===== config.mk =====
export PLATFORM = sky130hd
export DESIGN_NAME = decode_stage
export DESIGN_NICKNAME = d
export VERILOG_FILES = /design/src/rtl/riscv_pkg.sv /design/src/rtl/instruction_decoder.sv /design/src/rtl/decode_stage.sv
export SDC_FILE = /design/constraint.sdc
export NUM_CORES = 1
export LEC_CHECK = 0
export CORE_AREA = 4 4 155 157
export CTS_CLUSTER_DIAMETER = 100
export DETAILED_ROUTE_END_ITERATION = 12
export DIE_AREA = 0 0 159 161
export HOLD_SLACK_MARGIN = 0.08
export MAX_ROUTING_LAYER = met4
export PLACE_DENSITY = 0.7
export SYNTH_ARGS = -nofsm -noshare
export SYNTH_HDL_FRONTEND = slang
export SYNTH_SLANG_ARGS = --single-unit

===== constraint.sdc =====
create_clock -name i_Clock -period 4.7 [get_ports i_Clock]
set_input_delay 0.94 -clock i_Clock [delete_from_list [all_inputs] [get_ports i_Clock]]
set_output_delay 0.94 -clock i_Clock [all_outputs]
set_load 0.05 [all_outputs]

===== src/rtl/riscv_pkg.sv =====
// Shared RV32I definitions: opcode encodings, immediate formats and field positions
// used by the decode stage and its instruction decoder.
package riscv_pkg;

  localparam int XLEN       = 32;
  localparam int REG_W      = 5;
  localparam int OPCODE_LSB = 0;
  localparam int RD_LSB     = 7;
  localparam int FUNCT3_LSB = 12;
  localparam int RS1_LSB    = 15;
  localparam int RS2_LSB    = 20;
  localparam int FUNCT7B5   = 30;

  typedef enum logic [6:0] {
    OPC_LUI      = 7'b0110111,
    OPC_AUIPC    = 7'b0010111,
    OPC_JAL      = 7'b1101111,
    OPC_JALR     = 7'b1100111,
    OPC_BRANCH   = 7'b1100011,
    OPC_LOAD     = 7'b0000011,
    OPC_STORE    = 7'b0100011,
    OPC_OP_IMM   = 7'b0010011,
    OPC_OP       = 7'b0110011,
    OPC_MISC_MEM = 7'b0001111,
    OPC_SYSTEM   = 7'b1110011
  } opcode_t;

  typedef enum logic [2:0] {
    IMM_NONE,
    IMM_I,
    IMM_S,
    IMM_B,
    IMM_U,
    IMM_J
  } immFmt_t;

endpackage


===== src/rtl/instruction_decoder.sv =====
// Combinational RV32I field extraction, opcode classification and immediate generation.
module instruction_decoder
  import riscv_pkg::*;
(
  input  logic [XLEN-1:0]  instr,
  output opcode_t          opcode,
  output logic [2:0]       funct3,
  output logic             funct7b5,
  output logic [REG_W-1:0] rs1,
  output logic [REG_W-1:0] rs2,
  output logic [REG_W-1:0] rd,
  output logic             usesRs1,
  output logic             usesRs2,
  output logic             regWrite,
  output logic             illegal,
  output logic [XLEN-1:0]  imm
);

  immFmt_t fmt;
  logic    writesRd;

  assign opcode   = opcode_t'(instr[OPCODE_LSB +: 7]);
  assign funct3   = instr[FUNCT3_LSB +: 3];
  assign funct7b5 = instr[FUNCT7B5];
  assign rs1      = instr[RS1_LSB +: REG_W];
  assign rs2      = instr[RS2_LSB +: REG_W];
  assign rd       = instr[RD_LSB +: REG_W];
  assign regWrite = writesRd && (rd != '0);

  always_comb begin
    illegal  = 1'b0;
    usesRs1  = 1'b0;
    usesRs2  = 1'b0;
    writesRd = 1'b0;
    fmt      = IMM_NONE;
    case (opcode)
      OPC_LUI:      begin writesRd = 1'b1; fmt = IMM_U; end
      OPC_AUIPC:    begin writesRd = 1'b1; fmt = IMM_U; end
      OPC_JAL:      begin writesRd = 1'b1; fmt = IMM_J; end
      OPC_JALR:     begin writesRd = 1'b1; usesRs1 = 1'b1; fmt = IMM_I; end
      OPC_BRANCH:   begin usesRs1 = 1'b1; usesRs2 = 1'b1; fmt = IMM_B; end
      OPC_LOAD:     begin writesRd = 1'b1; usesRs1 = 1'b1; fmt = IMM_I; end
      OPC_STORE:    begin usesRs1 = 1'b1; usesRs2 = 1'b1; fmt = IMM_S; end
      OPC_OP_IMM:   begin writesRd = 1'b1; usesRs1 = 1'b1; fmt = IMM_I; end
      OPC_OP:       begin writesRd = 1'b1; usesRs1 = 1'b1; usesRs2 = 1'b1; end
      OPC_MISC_MEM: ;
      OPC_SYSTEM:   ;
      default:      illegal = 1'b1;
    endcase
    // Compressed encodings are not supported; an illegal word must not stall or write.
    if (instr[1:0] != 2'b11) begin
      illegal  = 1'b1;
      usesRs1  = 1'b0;
      usesRs2  = 1'b0;
      writesRd = 1'b0;
      fmt      = IMM_NONE;
    end
  end

  always_comb begin
    imm = '0;
    case (fmt)
      IMM_I:   imm = {{20{instr[31]}}, instr[31:20]};
      IMM_S:   imm = {{20{instr[31]}}, instr[31:25], instr[11:7]};
      IMM_B:   imm = {{19{instr[31]}}, instr[31], instr[7], instr[30:25], instr[11:8], 1'b0};
      IMM_U:   imm = {instr[31:12], 12'b0};
      IMM_J:   imm = {{11{instr[31]}}, instr[31], instr[19:12], instr[20], instr[30:21], 1'b0};
      default: imm = '0;
    endcase
  end

endmodule


===== src/rtl/decode_stage.sv =====
// RV32I decode stage: single-entry holding register with fetch/execute handshake,
// register-file address steering and a per-register busy scoreboard for RAW/WAW stalls.
module decode_stage
  import riscv_pkg::*;
(
  input  logic             i_Clock,
  input  logic             i_Reset,
  input  logic             i_FetchValid,
  output logic             o_FetchReady,
  input  logic [XLEN-1:0]  i_FetchInstr,
  input  logic [XLEN-1:0]  i_FetchPc,
  output logic [REG_W-1:0] o_RegSource1,
  output logic [REG_W-1:0] o_RegSource2,
  input  logic [XLEN-1:0]  i_RegData1,
  input  logic [XLEN-1:0]  i_RegData2,
  input  logic             i_WbValid,
  input  logic [REG_W-1:0] i_WbRd,
  input  logic             i_Flush,
  output logic             o_Valid,
  input  logic             i_Ready,
  output logic [XLEN-1:0]  o_Pc,
  output opcode_t          o_Opcode,
  output logic [2:0]       o_Funct3,
  output logic             o_Funct7b5,
  output logic [REG_W-1:0] o_Rd,
  output logic             o_RegWrite,
  output logic [XLEN-1:0]  o_Rs1Data,
  output logic [XLEN-1:0]  o_Rs2Data,
  output logic [XLEN-1:0]  o_Imm,
  output logic             o_Illegal
);

  logic             r_Full;
  logic [XLEN-1:0]  r_Instr;
  logic [XLEN-1:0]  r_Pc;
  logic [31:0]      r_Busy;
  logic [31:0]      busyNext;
  logic [REG_W-1:0] rs1;
  logic [REG_W-1:0] rs2;
  logic             usesRs1;
  logic             usesRs2;
  logic             hazard;
  logic             issue;
  logic             accept;

  instruction_decoder u_Decoder (
    .instr    (r_Instr),
    .opcode   (o_Opcode),
    .funct3   (o_Funct3),
    .funct7b5 (o_Funct7b5),
    .rs1      (rs1),
    .rs2      (rs2),
    .rd       (o_Rd),
    .usesRs1  (usesRs1),
    .usesRs2  (usesRs2),
    .regWrite (o_RegWrite),
    .illegal  (o_Illegal),
    .imm      (o_Imm)
  );

  // The decoder already zeroes the use/write flags of illegal words, so they never stall.
  assign hazard = (usesRs1 && r_Busy[rs1]) || (usesRs2 && r_Busy[rs2]) ||
                  (o_RegWrite && r_Busy[o_Rd]);

  assign o_Valid      = r_Full && !hazard && !i_Flush;
  assign issue        = o_Valid && i_Ready;
  assign o_FetchReady = !i_Flush && (!r_Full || issue);
  assign accept       = i_FetchValid && o_FetchReady;

  assign o_RegSource1 = accept ? i_FetchInstr[RS1_LSB +: REG_W] : rs1;
  assign o_RegSource2 = accept ? i_FetchInstr[RS2_LSB +: REG_W] : rs2;
  assign o_Rs1Data    = i_RegData1;
  assign o_Rs2Data    = i_RegData2;
  assign o_Pc         = r_Pc;

  // Retire clears first so that a same-cycle issue to the same register wins.
  always_comb begin
    busyNext = r_Busy;
    if (i_WbValid && (i_WbRd != '0)) busyNext[i_WbRd] = 1'b0;
    if (issue && o_RegWrite) busyNext[o_Rd] = 1'b1;
    busyNext[0] = 1'b0;
  end

  always_ff @(posedge i_Clock) begin
    if (i_Reset) begin
      r_Full  <= 1'b0;
      r_Instr <= '0;
      r_Pc    <= '0;
      r_Busy  <= '0;
    end else begin
      r_Busy <= busyNext;
      if (i_Flush) begin
        r_Full <= 1'b0;
      end else if (accept) begin
        r_Full  <= 1'b1;
        r_Instr <= i_FetchInstr;
        r_Pc    <= i_FetchPc;
      end else if (issue) begin
        r_Full <= 1'b0;
      end
    end
  end

endmodule


==> results.md <==
- Place WS: 624 ps
- YS warnings: 0
- CTS tree: done
- Worst hold path class: reg2reg
- Post-synthesis average cell area: 9.18 sq um
- Comb power frac: 0.225
- Setup TNS: 0 ps
- Seq pwr share: 0.412
- Die X: 159 um
- Pint: 1.50 mW
- Hold-fix buffers at CTS: 0
- Mapped cell area: 0.00666 sq mm
- Total power: 2.19 mW
- Clk sink count: 96
- Final hold violations: 0
- Io pins: 297
- Crit path time final: 4500 ps
- Crit-path cells: mux4_2 -> mux2i_1 -> o221ai_1 -> a31oi_2 -> a31oi_1 -> nor2_1 -> clkdlybuf4s50_1
- Critical R2R Launch: r_Instr[8]$_SDFFE_PP0P_
- Nets: 929
- Worst-Margin Slew: 846 ps
- Period utilisation layout: 0.957
- All-Layer GR Usage: 0.153
- Clk pin slew, worst setup/hold paths: 80 ps
- Die Ht: 161 um
- Maximum VDD drop: 0.187 mV
- HP Start: o_Pc[24]$_SDFFE_PP0P_
- Routed WL: 19600 um
- RSZ-0062 raised after global routing: false
- Antenna viol nets, final: 0
- Core area: 0.0225 sq mm
- Net Count, Synth: 865
- Worst Path Max Fanout: 12
- DR WL/cell: 18.1 um
- Setup ws final: 201 ps
- Die area: 0.0256 sq mm
- Final setup violation count: 0
- Slowest cell on the critical path: clkdlybuf4s50_1
- Initial Util: 0.296
- Global-route wire length before repair: 30600 um
- Post-synth EDFFs: 0
- Outcome: complete, no violations
- CP required: 3760 ps
- Fmax: 0.222 GHz
- Ratio of cells with drive above 1 in the final layout: 0.114
- Slew margin rel.: 0.435
- DRC viols: 0
- Skew final: 11.3 ps
- Max-Cap Viols: 0
- Final slew viol count: 0
- Synthesized flop and latch total: 96
- Pleak: 2.98 nW
- Placer's final routability congestion estimate: 0.876
- Post-CTS sizing: 0
- Via count: 5385
- PortBufs: 168
- H-Tree Depth: 3
- CP delay by family, top: buffers and inverters
- Ant. Diodes: 0
- FP Rows: 55
- Longest Clk Path Bufs: 2
- Total congestion overflow: 0
- Nature of the critical path endpoint: primary output
- Fillcell total: 2251
- Setup bufs post-CTS: 0
- Count of mapped cells out of synthesis: 726
- Post-synth ARST share: 0
- Dpl hpwl: 14600 um
- Critical path data arrival time: 3560 ps
- TritonCTS buffer count: 9
- Cell Pwr Density: 271 mW/mm^2
- Register area share after synthesis: 0.288
- CP Launch Point: r_Instr[17]$_SDFFE_PP0P_
- Initial antenna violation count: 0
- Net Sw Frac: 0.318
- DR vias/cell: 4.99
- Clk_lat worst skew: 360 ps
- Ys flop type: dfxtp_1
- Vias in the first global route: 5420
- Yosys cell types: 62
- Layout area overhead: 21.5%
- WP buf/inv: 1
- CP startpoint kind: flip-flop
- Largest net degree at the start of global routing: 92
- CP Class: reg2out
- Initial DRC count: 544
- Crit-path max cell delay: 830 ps
- CTS root buffer: clkbuf_16
- Clk network pwr share: 0.362
- Switching Power: 0.698 mW
- Pre-Repair DR Iteration Count: 5
## final cells by class
| type | instances | area (sq um) | area share |
|---|---|---|---|
| clock buffer | 9 | 225 | 0.0278 |
| clock inverter | 7 | 86.3 | 0.0107 |
| inverter | 9 | 33.8 | 0.00417 |
| multi-input combinational | 493 | 3740 | 0.462 |
| sequential | 96 | 1920 | 0.237 |
| tap | 285 | 357 | 0.0440 |
| timing repair buffer | 181 | 1730 | 0.214 |
## cells in the final DEF (no fill, tap or decap), drive strengths merged, types with 3 or more instances in the layout
cell type	n
a21o	13
a21oi	8
a221o	3
a22o	4
a31oi	8
buf	31
clkbuf	9
clkdlybuf4s50	150
dfxtp	96
inv	12
mux2	17
mux2i	78
mux4	15
nand2	33
nand2b	129
nand3	11
nand3b	20
nand4	8
nor2	14
nor2b	28
nor3b	4
o21ai	56
o22ai	3
or2	4
or3	3
## power by group through the flow
stage	registers, mW	logic (mW)	clock network [mW]
floorplan	0.957	0.459	0
global placement	0.922	0.494	0
detailed placement	0.924	0.498	0
CTS	0.905	0.500	0.820
global route	0.912	0.524	0.851
finish	0.905	0.494	0.796
## sequential cells by signal (all words and copies together) (netlist names)
| register | cells |
|---|---|
| r_Busy | 31 |
| r_Instr | 32 |
| r_Full | 1 |
| o_Pc | 32 |
## Yosys cell counts, types with 3 or more instances
cell type	n	area, sq um
a21o_1	13	97.6
a21oi_1	7	35.0
a221o_1	3	30.0
a22o_1	4	35.0
a31oi_1	7	43.8
buf_12	9	180
buf_2	5	25.0
buf_4	81	608
buf_6	6	67.6
clkbuf_1	25	93.8
dfxtp_1	96	1920
inv_1	9	33.8
mux2_2	5	56.3
mux2_4	11	165
mux2i_1	78	781
mux4_1	4	105
mux4_2	11	248
nand2_1	33	124
nand2b_1	129	807
nand3_1	11	55.1
nand3b_1	19	143
nand4_1	7	43.8
nor2_1	14	52.6
nor2b_1	28	175
nor3b_1	4	30.0
o21ai_0	51	255
o21ai_1	5	25.0
o22ai_1	3	18.8
or2_2	4	25.0
or3_1	3	18.8
## kinds of logic (layout without fill, tap and decap cells)
| group | count (synthesis) | in the layout | synth area share |
|---|---|---|---|
| multiplexers | 110 | 110 | 0.205 |
| AO/OA/AOI/OAI | 113 | 113 | 0.109 |
| flip-flops | 96 | 96 | 0.288 |
| buffers and inverters | 137 | 206 | 0.153 |
| AND/OR/NAND/NOR | 270 | 270 | 0.244 |
## routing by layer
| metal | global-route usage | part of all wire | vias to the layer above |
|---|---|---|---|
| met5 | - | 0 | - |
| met4 | 0.0450 | 0.012 | 0 |
| met3 | 0.0362 | 0.065 | 23 |
| met2 | 0.251 | 0.49 | 215 |
| met1 | 0.188 | 0.43 | 2576 |
| li1 | - | - | 2571 |
## through the flow
stage          instance area [sq um]  hold WS, ps  utilization  cells
2_1_floorplan                   6660          458            -    726
3_3_place_gp                    7780          458        0.346   1064
3_5_place_dp                    7780          464        0.346   1064
4_1_cts                         8100          478        0.360   1080
5_1_grt                         8100          496        0.360   1080
6_report                        8100          472        0.360   1080
## path summary, 6_finish.rpt
check	to	slack [ps]	cells past startpoint
hold / removal	o_Pc[24]$_SDFFE_PP0P_	470	2
setup / recovery	o_FetchReady	200	7
hold reg to reg	o_Pc[24]$_SDFFE_PP0P_	470	2
setup reg to reg	r_Instr[11]$_SDFFE_PP0P_	1330	7
## worst register-to-register path: cells and delay by family, from the launching register on
kind / cells / cell delay (ps)
AND/OR/NAND/NOR: 2 / 350
multiplexers: 3 / 1160
buffers and inverters: 1 / 350
AO/OA/AOI/OAI: 1 / 530
flip-flops: 1 / 880
Power figures use the tool's default switching activity.
